===== config.mk =====
export PLATFORM = sky130hd
export DESIGN_NAME = aurora_link_monitor
export DESIGN_NICKNAME = d
export VERILOG_FILES = /design/src/rtl/aurora_mon_pkg.sv /design/src/rtl/aurora_sync_bit.sv /design/src/rtl/aurora_link_monitor.sv
export SDC_FILE = /design/constraint.sdc
export NUM_CORES = 1
export LEC_CHECK = 0
export CORE_UTILIZATION = 34
export CTS_CLUSTER_SIZE = 12
export DETAILED_ROUTE_END_ITERATION = 7
export GPL_ROUTABILITY_DRIVEN = 0
export MAX_ROUTING_LAYER = met4
export PLACE_DENSITY = 0.58
export SKIP_LAST_GASP = 1
export SYNTH_ARGS = -nofsm -noshare
export SYNTH_HDL_FRONTEND = slang
export SYNTH_SLANG_ARGS = --single-unit

===== constraint.sdc =====
create_clock -name init_clk -period 4.54 [get_ports init_clk]
set_clock_uncertainty 0.05 [all_clocks]
set_input_delay 0.681 -clock init_clk [delete_from_list [all_inputs] [get_ports init_clk]]
set_output_delay 0.681 -clock init_clk [all_outputs]
set_load 0.03 [all_outputs]

===== src/rtl/aurora_mon_pkg.sv =====
// Shared types and defaults for the Aurora runtime link monitor.
package aurora_mon_pkg;

    typedef enum logic [2:0] {
        WAIT_INIT = 3'd0,
        WAIT_UP   = 3'd1,
        UP        = 3'd2,
        RETRY_CHK = 3'd3,
        REINIT    = 3'd4,
        FAILED    = 3'd5
    } mon_state_e;

    localparam int UP_TIMEOUT_DEF      = 20000;
    localparam int DOWN_FILTER_DEF     = 8;
    localparam int REINIT_LEN_DEF      = 63;
    localparam int MAX_RETRIES_DEF     = 4;
    localparam int SOFT_ERR_THRESH_DEF = 16;
    localparam int SYNC_STAGES_DEF     = 2;

    localparam int RETRY_CNT_W = 3;
    localparam int SOFT_CNT_W  = 8;

    function automatic int max_int(input int a, input int b);
        return (a > b) ? a : b;
    endfunction

endpackage


===== src/rtl/aurora_sync_bit.sv =====
// Single-bit multi-flop synchroniser into the init_clk domain.
module aurora_sync_bit #(
    parameter int STAGES = 2
) (
    input  logic init_clk,
    input  logic d,
    output logic q
);

    logic [STAGES-1:0] chain;

    always_ff @(posedge init_clk) begin
        chain <= {chain[STAGES-2:0], d};
    end

    assign q = chain[STAGES-1];

endmodule


===== src/rtl/aurora_link_monitor.sv =====
// Runtime Aurora link watchdog: retries GT/core reset on link loss, flags permanent failure.
// Optional soft-error retry counting is enabled by defining AURORA_MON_SOFTERR_EN.
module aurora_link_monitor
    import aurora_mon_pkg::*;
#(
    parameter int UP_TIMEOUT      = UP_TIMEOUT_DEF,
    parameter int DOWN_FILTER     = DOWN_FILTER_DEF,
    parameter int REINIT_LEN      = REINIT_LEN_DEF,
    parameter int MAX_RETRIES     = MAX_RETRIES_DEF,
    parameter int SOFT_ERR_THRESH = SOFT_ERR_THRESH_DEF,
    parameter int SYNC_STAGES     = SYNC_STAGES_DEF
) (
    input  logic                   init_clk,
    input  logic                   RST,
    input  logic                   init_done,
    input  logic                   channel_up,
    input  logic                   lane_up,
    input  logic                   hard_err,
    input  logic                   soft_err,
    output logic                   reinit_gt_reset,
    output logic                   reinit_reset,
    output logic                   link_ok,
    output logic                   link_failed,
    output logic [RETRY_CNT_W-1:0] retry_cnt,
    output logic [SOFT_CNT_W-1:0]  soft_err_cnt
);

    localparam int TMR_W  = $clog2(max_int(UP_TIMEOUT, REINIT_LEN) + 1);
    localparam int DCNT_W = $clog2(DOWN_FILTER + 1);

    mon_state_e        state, next_state;
    logic [TMR_W-1:0]  timer;
    logic [DCNT_W-1:0] down_cnt;
    logic [3:0]        async_in, sync_q;
    logic              channel_up_s, lane_up_s, hard_err_s, soft_err_s;
    logic              soft_trip;
    logic              link_ok_d, link_failed_d, reinit_d;

    assign async_in = {soft_err, hard_err, lane_up, channel_up};

    genvar gi;
    generate
        for (gi = 0; gi < 4; gi++) begin : g_sync
            aurora_sync_bit #(.STAGES(SYNC_STAGES)) u_sync (
                .init_clk (init_clk),
                .d        (async_in[gi]),
                .q        (sync_q[gi])
            );
        end
    endgenerate

    assign {soft_err_s, hard_err_s, lane_up_s, channel_up_s} = sync_q;

`ifdef AURORA_MON_SOFTERR_EN
    logic soft_err_q;

    always_ff @(posedge init_clk) begin
        if (RST) soft_err_q <= 1'b0;
        else     soft_err_q <= soft_err_s;
    end

    // Counter restarts on REINIT entry so each UP period is judged on its own.
    always_ff @(posedge init_clk) begin
        if (RST)
            soft_err_cnt <= '0;
        else if (state != REINIT && next_state == REINIT)
            soft_err_cnt <= '0;
        else if (state == UP && soft_err_s && !soft_err_q && soft_err_cnt != '1)
            soft_err_cnt <= soft_err_cnt + SOFT_CNT_W'(1);
    end

    assign soft_trip = (int'(soft_err_cnt) >= SOFT_ERR_THRESH);
`else
    logic unused_soft;
    assign unused_soft  = &{1'b0, soft_err_s, SOFT_ERR_THRESH[0]};
    assign soft_err_cnt = '0;
    assign soft_trip    = 1'b0;
`endif

    always_ff @(posedge init_clk) begin
        if (RST) begin
            state     <= WAIT_INIT;
            timer     <= '0;
            down_cnt  <= '0;
            retry_cnt <= '0;
        end else begin
            state <= next_state;
            if (next_state != state)
                timer <= '0;
            else if (state == WAIT_UP || state == REINIT)
                timer <= timer + TMR_W'(1);
            if (state == UP && next_state == UP && !channel_up_s)
                down_cnt <= down_cnt + DCNT_W'(1);
            else
                down_cnt <= '0;
            if (state == RETRY_CHK && next_state == REINIT && retry_cnt != '1)
                retry_cnt <= retry_cnt + RETRY_CNT_W'(1);
        end
    end

    always_comb begin
        next_state = state;
        case (state)
            WAIT_INIT: if (init_done) next_state = WAIT_UP;
            // hard_err beats a simultaneous channel_up
            WAIT_UP: begin
                if (hard_err_s)
                    next_state = RETRY_CHK;
                else if (channel_up_s && lane_up_s)
                    next_state = UP;
                else if (timer == TMR_W'(UP_TIMEOUT - 1))
                    next_state = RETRY_CHK;
            end
            UP: begin
                if (hard_err_s ||
                    (!channel_up_s && down_cnt == DCNT_W'(DOWN_FILTER - 1)) ||
                    soft_trip)
                    next_state = RETRY_CHK;
            end
            RETRY_CHK: next_state = (int'(retry_cnt) < MAX_RETRIES) ? REINIT : FAILED;
            REINIT:    if (timer == TMR_W'(REINIT_LEN - 1)) next_state = WAIT_UP;
            FAILED:    next_state = FAILED;
            default:   next_state = WAIT_INIT;
        endcase
    end

    // link flags track the state register; reinit pulse lags REINIT by one cycle
    always_comb begin
        link_ok_d     = (next_state == UP);
        link_failed_d = (next_state == FAILED);
        reinit_d      = (state == REINIT);
    end

    always_ff @(posedge init_clk) begin
        if (RST) begin
            link_ok         <= 1'b0;
            link_failed     <= 1'b0;
            reinit_gt_reset <= 1'b0;
            reinit_reset    <= 1'b0;
        end else begin
            link_ok         <= link_ok_d;
            link_failed     <= link_failed_d;
            reinit_gt_reset <= reinit_d;
            reinit_reset    <= reinit_d;
        end
    end

endmodule

---- Yosys cells after proc, flatten, opt, wreduce, memory -nomap -nowiden ----
Index checks and enable logic that the tools add are counted.
storage, ports and cells
  register bits ........................... 34
  output and inout bits ................... 15
  logic and storage cells ................. 48
operators by class
  add/subtract/negate cells ............... 3
  magnitude comparators ................... 1
  eq/ne operators ......................... 13
  multiplexer cells ....................... 8
  bitwise gates (word level) .............. 1
  reduce and logical (&&, ||, !) cells .... 12
operator list
  kind                                                                    count
  3-bit 2-to-1 mux                                                        6
  3-bit case mux with 6 select lines                                      1
  15-bit by 1-bit adder with 15-bit output, second input constant         1
  15-bit equality test, second input constant                             1
  15-bit by 6-bit equality test with 1-bit output, second input constant  1
  3-bit equality test, second input constant                              4
  3-bit by 2-bit equality test with 1-bit output, second input constant   3
  1-bit logical AND                                                       6
  4-bit by 1-bit adder with 4-bit output, second input constant           1
  4-bit by 3-bit equality test with 1-bit output, second input constant   1
  2-bit OR reduction                                                      2
  3-bit by 1-bit adder with 3-bit output, second input constant           1
  3-bit by 1-bit equality test with 1-bit output, second input constant   1
  3-bit zero test                                                         1
  3-bit < comparator, second input constant                               1
  3-bit != test                                                           1
  3-bit != test, second input constant                                    1
  1-bit logical OR                                                        2
  1-bit zero test                                                         1
  1-bit 2-to-1 mux                                                        1
  1-bit NOT                                                               1

---- Longest topological paths before layout ----
Gate-level depths: netlist of the first run.
  depth in word-level cells ............... 10
  gate-level depth with buffers ........... 8

---- Hierarchy ----
A second synthesis of the first run with hierarchy kept.
unflattened totals
  cell total of the unflattened synthesis .. 170
  area total of the unflattened synthesis .. 1609.0 µm²
by module, submodules not included
  module               times used  cells each  area an instance (µm²)
  aurora_link_monitor  1           164         1488.9
  aurora_sync_bit      3           2           40.0

---- Worst setup path after synthesis of the first run ----
OpenSTA, ideal clock, no wires.
  path kind ............................... register -> register
  start ................................... register timer[0]
  end ..................................... register timer[5]
  library setup time ...................... 0.115 ns
  arrival ................................. 2.032 ns
  data required time ...................... 4.375 ns
  slack ................................... 2.343 ns
  cell stages (with the launch flop) ...... 9
  clock period less this slack ............ 2.197 ns
  cells stage by stage .................... dfxtp_1 -> inv_1 -> ha_1 -> or4b_1 -> or4_4 -> o221a_4 -> o221ai_4 -> buf_6 -> nor2_1
between the ends
  longest elaborated chain between the ends .. 7
  elaborated cells on any way between the ends .. 10
ends and longest elaborated chain
  element                             line                        source
  start, declared                     aurora_link_monitor.sv:32   logic [TMR_W-1:0] timer;
  start signal, assigned              aurora_link_monitor.sv:91   timer <= timer + TMR_W'(1);
  15-bit equality test                aurora_link_monitor.sv:111  else if (timer == TMR_W'(UP_TIMEOUT - 1))
  3-bit 2-to-1 mux                    aurora_link_monitor.sv:111
  3-bit 2-to-1 mux                    aurora_link_monitor.sv:109  else if (channel_up_s && lane_up_s)
  3-bit 2-to-1 mux                    aurora_link_monitor.sv:107  if (hard_err_s)
  3-bit case mux with 6 select lines  aurora_link_monitor.sv:103  case (state)
  3-bit != test                       aurora_link_monitor.sv:88   if (next_state != state)
  2-bit OR reduction (no line)        --
Parallel ways exist; a longest one is shown, timed or not.
A chain may end at the register's enable or synchronous reset.

---- Final worst setup path of the first run ----
  start ................................... register timer[0]
  end ..................................... register timer[2]
The elaborated chain is that of the path after synthesis.

==> results summary, run 1 <==
The flow ran to the end, and the final reports show no timing, DRC or antenna violations. The leakage power summed over all cells is 0.0006142 uW. The area growth from synthesis to layout is 13.60%. The number of clock sinks is 34. The chip width came out at 69.83 um. The highest attainable clock frequency came out at 417.7 MHz. Summing over every cut layer, the via total after detailed routing is 1,107. The total global routing track utilization is 12.87%. The post-CTS setup repair buffer count came out at 0. The startpoint of the most critical register-to-register path is timer[0].

The library cells used most frequently in the layout, excluding fill and tap cells, are sky130_fd_sc_hd__nor2_1 (35), sky130_fd_sc_hd__dfxtp_1 (34), sky130_fd_sc_hd__clkdlybuf4s50_1 (12), sky130_fd_sc_hd__xnor2_1 (10), sky130_fd_sc_hd__xor2_1 (9). In this run the critical register-to-register path is captured at timer[2]. The average detailed-routed wire length per instance is 11.09 um. The core box area is 4384 um2. In this run the worst setup path terminates at timer[2]. The critical path data required time came out at 4.65 ns. The share of final-layout standard cells stronger than drive strength 1 came out at 9.444%. The area of combinational cells with multiple inputs came out at 778.2 um2. For the worst setup path, the data arrival time is 2.50 ns.

After detailed routing, the number of remaining DRC violations is 0. The headroom to the max-slew limit came out at 41.73%. The critical setup path kind is flop to flop. The power density over the cells is 382.0 nW/um2. Gates resized during post-CTS repair numbered 0. The area of the die came out at 4876 um2.

The type of element launching the critical path is a flop. The maximum number of buffers from clock root to sink came out at 2. The number of buffer cells added on primary ports came out at 12.

The number of distinct standard cells referenced by the synthesized netlist came out at 39. In this run, flip-flops and latches consume 47.7% of the power. The logic depth of the worst register-to-register path is 7. The wire length reported by the detailed router came out at 2.573 mm.

The clock latency on the worst-skew pair is 0.29 ns. The number of DRC markers after the initial detailed-route iteration came out at 55. The final count of pins violating max slew is 0. The H-tree level count came out at 2.

The global-route congestion overflow total came out at 0. The final layout net count came out at 191. Setup repair after global routing left no endpoint under its margin. The mapped cell area is 1564 um2. The worst-case register-to-register setup slack came out at 2.15 ns. For the pin with the worst max-slew slack, the measured transition is 0.8661 ns.

The most critical setup path has its startpoint at timer[0]. The largest fanout of any net on the critical path came out at 15. The largest total area in the synthesized netlist belongs to sky130_fd_sc_hd__dfxtp_1. The critical path's slowest cell is sky130_fd_sc_hd__or4_4. The first-pass GRT wire length is 4.726 mm. The first detailed-routing pass ran for 5 iterations. The number of warnings printed during yosys synthesis came out at 0. After synthesis, the cell types taking the most area are sky130_fd_sc_hd__dfxtp_1 (44%), sky130_fd_sc_hd__nor2_1 (8.4%), sky130_fd_sc_hd__xnor2_1 (5.6%). The worst hold-check path type is flop to flop. The die is 69.83 um tall. The final hold violation count is 0.

The fill cell total of the finished layout came out at 455. The gate count of the mapped netlist is 167. The sum of net half-perimeters after detailed placement is 1.759 mm.

The top-level port count came out at 22. The combinational share of power is 11.6%. The repair_antennas step left the layout with diodes totalling 0. Across the run, the number of max-cap violations was 0. The post-CTS clock slew at the launch and capture registers of the worst setup and hold paths is 0.07 ns. Row generation in the floorplan step produced 24 rows. The delay of the slowest critical-path stage came out at 0.45 ns.

Setup slack on the critical path of the routed design comes to 2.146 ns. The number of hold-repair buffers added at the cts stage is 0. The cell sitting at the root of the clock tree is a sky130_fd_sc_hd__clkbuf_8.

The worst IR drop on VDD is 0.1444 mV. Walking the worst path, the cells encountered are inv_1, ha_1, or4b_1, or4_4, o221a_4, o221ai_4, nor2_1. The maximum number of pins on one net before global-route repair is 16. The final clock period utilization by the worst path is 52.73%. The number of buffers created by CTS is 5. The shortest period the worst path allows is 2.394 ns. The footprint of the flip-flops and latches came out at 680.7 um2. The per-instance average area after synthesis came out at 9.365 um2. At the placement stage, the worst setup path has a slack of 2.127 ns.

The number of global-route vias before repair was 1,065. The initial core utilization came out at 35.67%. The detail-routed via count per cell came out at 4.772. The most common cell after layout, fill and taps aside is sky130_fd_sc_hd__nor2_1. The portion of synthesized cell area occupied by the leading cell type came out at 43.52%.

The internal power is 503.9 uW. Of the synthesized area, sequential elements account for 43.52%. The post-synthesis register bit count is 34. The final sum of negative setup slack is 0 ns. The net switching power figure came out at 174.7 uW. The share of total power in the clock network came out at 40.7%.

The number of antenna violations at the first check in global routing is 0. TritonCTS built the clock tree. The switching power as a share of total power came out at 25.75%. The worst setup path is captured at a flop. The remaining antenna violation count after routing came out at 0. The count of final setup violators came out at 0.
registers in the layout, indices dropped and copies added, names as in the netlist:
signal / count
timer: 15
g_sync.u_sync.chain: 6
down_cnt: 4
retry_cnt: 3
state: 3
link_failed: 1
link_ok: 1
reinit_reset: 1
kinds of logic after synthesis:
kind of cell	after synthesis	share of synthesized area, %
buffers and inverters	19	8.400
flip-flops	34	43.52
multiplexers	1	0.6400
other	1	0.2398
AND/OR/NAND/NOR	76	25.12
adder cells (fa/ha/maj)	5	4.000
XOR/XNOR	19	10.64
AO/OA/AOI/OAI	12	7.441
stage by stage:
| stage | hold WS, ns | power, uW | cell area, um2 | cells | util, % |
|---|---|---|---|---|---|
| 2_1_floorplan | 0.2596 | 403.0 | 1590 | 174 | - |
| 3_3_place_gp | 0.2617 | 410.0 | 1663 | 224 | 37.93 |
| 3_5_place_dp | 0.2635 | 408.7 | 1663 | 224 | 37.93 |
| 4_1_cts | 0.2809 | 689.3 | 1777 | 232 | 40.53 |
| 5_1_grt | 0.2832 | 709.7 | 1777 | 232 | 40.53 |
| 6_report | 0.2790 | 678.6 | 1777 | 232 | 40.53 |
cell usage after synthesis:
cell,n
sky130_fd_sc_hd__a211o_2,1
sky130_fd_sc_hd__mux2i_1,1
sky130_fd_sc_hd__o311a_1,1
sky130_fd_sc_hd__nand4b_1,1
sky130_fd_sc_hd__dfxtp_1,34
sky130_fd_sc_hd__xor2_1,9
sky130_fd_sc_hd__a211oi_1,1
sky130_fd_sc_hd__nand2b_1,1
sky130_fd_sc_hd__and3_2,2
sky130_fd_sc_hd__o221ai_4,1
sky130_fd_sc_hd__or2_2,1
sky130_fd_sc_hd__clkbuf_1,1
sky130_fd_sc_hd__a32oi_1,1
sky130_fd_sc_hd__nand3b_1,1
sky130_fd_sc_hd__o211ai_1,1
sky130_fd_sc_hd__nor2b_1,2
sky130_fd_sc_hd__xnor2_1,10
sky130_fd_sc_hd__or4_4,1
sky130_fd_sc_hd__conb_1,1
sky130_fd_sc_hd__or3_1,1
sky130_fd_sc_hd__nand4_1,5
sky130_fd_sc_hd__o221a_4,1
sky130_fd_sc_hd__nor4_1,4
sky130_fd_sc_hd__nor4bb_1,1
sky130_fd_sc_hd__and3_1,1
sky130_fd_sc_hd__or3_4,1
sky130_fd_sc_hd__a31oi_1,1
sky130_fd_sc_hd__nor2_1,35
sky130_fd_sc_hd__or2b_2,1
sky130_fd_sc_hd__a21oi_1,4
sky130_fd_sc_hd__inv_1,5
sky130_fd_sc_hd__nand2_1,8
sky130_fd_sc_hd__or4b_1,1
sky130_fd_sc_hd__buf_6,3
sky130_fd_sc_hd__ha_1,5
sky130_fd_sc_hd__nor4b_1,2
sky130_fd_sc_hd__nor3b_1,1
sky130_fd_sc_hd__nand3_1,6
sky130_fd_sc_hd__buf_4,10
routing by layer:
layer	up-vias	share of wire [%]	GRT usage, %
met3	6	4.8	3.924
met5	-	0	-
li1	575	-	-
met1	495	47	14.31
met4	0	3.0	8.667
met2	31	45	19.76
power by group through the flow:
stage	logic (uW)	clock network [uW]	registers, uW
finish	78.9	276	324
global route	87.2	297	326
CTS	79.8	286	323
detailed placement	78.6	0	330
global placement	79.6	0	330
floorplan	78.7	0	324
cell type report:
class,instances,area share [%]
clock buffer,5,3.873
multi-input combinational,121,43.80
tap,52,3.662
inverter,5,1.056
sequential,34,38.31
clock inverter,3,2.535
timing repair buffer,12,6.761
how the worst min path moves through the flow:
stage,startpoint,depth (start not counted),slack (ns),endpoint
global placement,g_sync[2].u_sync.chain[0],0,0.26,g_sync[2].u_sync.chain[1]
CTS,g_sync[2].u_sync.chain[0],0,0.28,g_sync[2].u_sync.chain[1]
global route,g_sync[2].u_sync.chain[0],0,0.28,g_sync[2].u_sync.chain[1]
finish,g_sync[1].u_sync.chain[0],0,0.28,g_sync[1].u_sync.chain[1]
floorplan,g_sync[0].u_sync.chain[0],0,0.26,g_sync[0].u_sync.chain[1]
detailed placement,g_sync[2].u_sync.chain[0],0,0.26,g_sync[2].u_sync.chain[1]
critical path: cells and delay by family (launching register included):
kind,cells,cell delay [ns]
and+or+nand+nor,3,0.99
DFF,1,0.35
adders and majority gates,1,0.13
buffers and inverters,1,0.08
AOI/OAI and AO/OA,2,0.65
Note: power is estimated with default switching activity, not from simulation.
==> inputs of run 2 (changes only) <==
--- a/config.mk
+++ b/config.mk
@@ -10,7 +10,7 @@
 export DETAILED_ROUTE_END_ITERATION = 7
 export GPL_ROUTABILITY_DRIVEN = 0
 export MAX_ROUTING_LAYER = met4
-export PLACE_DENSITY = 0.58
+export PLACE_DENSITY = 0.6
 export SKIP_LAST_GASP = 1
 export SYNTH_ARGS = -nofsm -noshare
 export SYNTH_HDL_FRONTEND = slang
==> constraint.sdc (replaced) <==
create_clock -name init_clk -period 2.2 [get_ports init_clk]
set_clock_uncertainty 0.05 [all_clocks]
set_input_delay 0.33 -clock init_clk [delete_from_list [all_inputs] [get_ports init_clk]]
set_output_delay 0.33 -clock init_clk [all_outputs]
set_load 0.03 [all_outputs]
==> run 2 against run 1 <==
  * Global-route usage is 0.19 points lower
  * Die area stayed put
  * Highest routed layer unchanged
  * Register-to-register slack worse by 2.1 ns
  * Combinational power grew to 2.6 times the previous value
  * Maximum frequency is 8.6% higher
  * Clock power is 110% higher
  * Total power is 110% higher
  * Largest cell class unchanged
  * Final cell count is 6.9% higher
  * Non-clock buffer count is 16 higher
  * The flow now finishes with violations (setup timing)
==> results summary, run 2 (same netlist as run 1, synthesis figures left out) <==
The core box area is 4384 um2. Setup violations remaining at the end of the flow were counted as 1. After detailed routing, the average wire length per cell comes to 10.27 um. The number of global-route vias before repair is 1,066. The die height is 69.83 um.

The number of buffers and inverters on the critical path came out at 2. The logic depth of the worst register-to-register path came out at 8. The clock latency on the worst-skew pair came out at 0.29 ns.

The worst register-to-register path has a setup slack of -0.004 ns. The final count of pins violating max slew came to 0. At the end of the flow, the number of nets in the layout was 207.

Across all setup checks in the final design, the least slack found is -0.003723 ns. The final hold violation count came out at 0. In this run, post-CTS hold repair placed 0 buffers.

During I/O placement, the number of pins put on the boundary was 22. After detailed routing, the number of vias per cell comes to 4.685. Clock-pin slew was measured on the worst setup and hold paths at 0.07 ns. The count of TritonRoute iterations in the first routing pass came out at 4. In this run the critical register-to-register path is launched from timer[0]. Max-cap violations in this run came to 0. The number of flip-flops in the largest register came out at 15. The number of buffer cells added on primary ports is 12. The worst hold path terminates at g_sync[2].u_sync.chain[1].

In this run the worst setup path begins at timer[0]. The largest individual stage delay along the critical path comes from the cell sky130_fd_sc_hd__or4_4. timer holds more flip-flops than any other register. The minimum setup slack after placement is -0.01033 ns. The final clock period utilization by the worst path is 100.2%.

The worst slack on hold paths came out at 0.2796 ns. The top cell types in the final layout, fill and taps aside, are sky130_fd_sc_hd__nor2_1 (35), sky130_fd_sc_hd__dfxtp_1 (33), sky130_fd_sc_hd__buf_4 (15), sky130_fd_sc_hd__clkdlybuf4s50_1 (12), sky130_fd_sc_hd__xnor2_1 (10). The number of DRC markers after the initial detailed-route iteration is 22. The worst register-to-register path ends at timer[1]. STA classifies the critical path startpoint as a flop. The total global routing track utilization is 12.68%. The remaining antenna violation count after routing is 0. The via count of the routed design came out at 1,162. The worst path arrival time came out at 2.32 ns.

The growth of design area from synthesis to finish came out at 22.48%. The sum of net half-perimeters after detailed placement came out at 1.905 mm. The maximum number of pins on one net before global-route repair came out at 16.

The routed design has 2.547 mm of wire. Setup repair after global routing could not meet its margin everywhere. The total overflow left after global routing is 0.

Clock tree synthesis inserted a total of 5 buffers. The depth of the worst hold-timing path came out at 0. The launch instance of the worst min-delay path is g_sync[2].u_sync.chain[0].

The number of remaining DRC errors came out at 0. Once layout is complete, the utilization of the core stands at 43.69%. The floorplan has 24 rows. The worst IR drop on VDD is 0.3412 mV.

The flow ran to the end, but the final reports show violations. The antenna diode count is 0. TritonCTS built the clock tree.

The critical path endpoint category is a flop. The area of the die came out at 4876 um2. The total power draw came out at 1436 uW.

The signal on the critical path passes through inv_1, ha_1, or4b_1, or4_4, o221a_4, o221ai_4, buf_12, a211oi_1. By startpoint and endpoint, the worst setup path is classified as flop to flop. The H-tree level count came out at 2. The critical path data required time is 2.32 ns.

The final design instance area without fill came out at 1916 um2. The initial core utilization came out at 35.67%. The final reports fail on setup timing. The power density over the cells came out at 749.8 nW/um2.

Along the worst path, the maximum fanout reaches 15. On the critical path the largest part of the delay comes from simple AND/OR/NAND/NOR gates. The largest registers in the layout are timer: 15 flops, g_sync.u_sync.chain: 6 flops, down_cnt: 4 flops. The placement-stage cell area came out at 1795 um2.

The first global-routing pass estimated 4.616 mm of wire. The chip width came out at 69.83 um. Cells with a size suffix above 1 make up 17.86% of the layout. The number of antenna violations at the first check in global routing came out at 0.

Counting every sink on the clock net gives 34. The leakage power summed over all cells came out at 0.0007022 uW. Leaving out fill and tap cells, the most frequent cell in the layout is sky130_fd_sc_hd__nor2_1. The maximum number of buffers from clock root to sink is 2. Derived from the worst setup path, the maximum achievable clock frequency is 453.8 MHz. The shortest period the worst path allows is 2.204 ns. The path class of the tightest hold or removal check is flop to flop.

The tree is rooted in a sky130_fd_sc_hd__clkbuf_8. The delay of the slowest critical-path stage came out at 0.44 ns.
[run 2: cell types whose count changed in the layout (fill, tap and decap cells not counted)]
| cell | delta |
|---|---|
| sky130_fd_sc_hd__buf_4 | +15 |
| sky130_fd_sc_hd__and3_1 | -1 |
| sky130_fd_sc_hd__and3_4 | +1 |
| sky130_fd_sc_hd__buf_12 | +1 |
| sky130_fd_sc_hd__dfxtp_1 | -1 |
| sky130_fd_sc_hd__dfxtp_2 | +1 |
[run 2: worst max path at each step]
stage                to  slack (ns)  depth (start not counted)
6_report       timer[1]      -0.004                          8
5_1_grt        timer[1]       -0.08                          8
4_1_cts        timer[1]       -0.02                          8
3_5_place_dp   timer[1]       -0.01                          8
3_3_place_gp   timer[1]       0.005                          8
2_1_floorplan  timer[5]       0.003                          8
[run 2: final cells by class]
cell class	count	area, um2
inverters	5	18.77
fillers	445	2469
well taps	52	65.06
multi-input cells	121	783.3
repair buffers	28	252.7
clock inverters	3	45.04
flip-flops and latches	34	681.9
clock buffers	5	68.82
[run 2: timing repair]
action                     4_1_cts  5_1_grt
setup endpoints to repair        8       16
gates resized for setup          0        2
hold endpoints to repair         0        0
buffers inserted                 0        0
[run 2: per-layer routing]
layer / part of all wire, % / wire length [um] / up-vias / GRT usage (%)
met1: 49 / 1247 / 526 / 14.75
met5: 0 / 0 / - / -
met4: 2.8 / 72 / 0 / 8.667
met3: 3.6 / 91 / 5 / 4.360
li1: - / - / 608 / -
met2: 45 / 1136 / 23 / 18.27
[run 2: report_power, final]
group	internal [uW]	switching (uW)
Combinational	93.1	109
Clock	337	239
Sequential	636	22.5
[run 2: stage by stage]
| stage | std cells | TNS [ns] |
|---|---|---|
| 3_3_place_gp | 240 | 0 |
| 2_1_floorplan | 174 | 0 |
| 6_report | 248 | -0.003723 |
| 3_5_place_dp | 240 | -0.01033 |
| 5_1_grt | 248 | -1.053 |
| 4_1_cts | 248 | -0.04744 |
[run 2: worst reg2reg max path, stage by stage (launching register included)]
cell	delay [ns]
sky130_fd_sc_hd__dfxtp_2	0.32
sky130_fd_sc_hd__inv_1	0.05
sky130_fd_sc_hd__ha_1	0.13
sky130_fd_sc_hd__or4b_1	0.42
sky130_fd_sc_hd__or4_4	0.44
sky130_fd_sc_hd__o221a_4	0.26
sky130_fd_sc_hd__o221ai_4	0.19
sky130_fd_sc_hd__buf_12	0.17
sky130_fd_sc_hd__a211oi_1	0.05
==> inputs of run 3 (changes only) <==
--- a/config.mk
+++ b/config.mk
@@ -5,6 +5,7 @@
 export SDC_FILE = /design/constraint.sdc
 export NUM_CORES = 1
 export LEC_CHECK = 0
+export ABC_CLOCK_PERIOD_IN_PS = 2200
 export CORE_UTILIZATION = 34
 export CTS_CLUSTER_SIZE = 12
 export DETAILED_ROUTE_END_ITERATION = 7
==> results of run 3 <==
No change in the layout: final DEF, timing and power equal those of run 2.
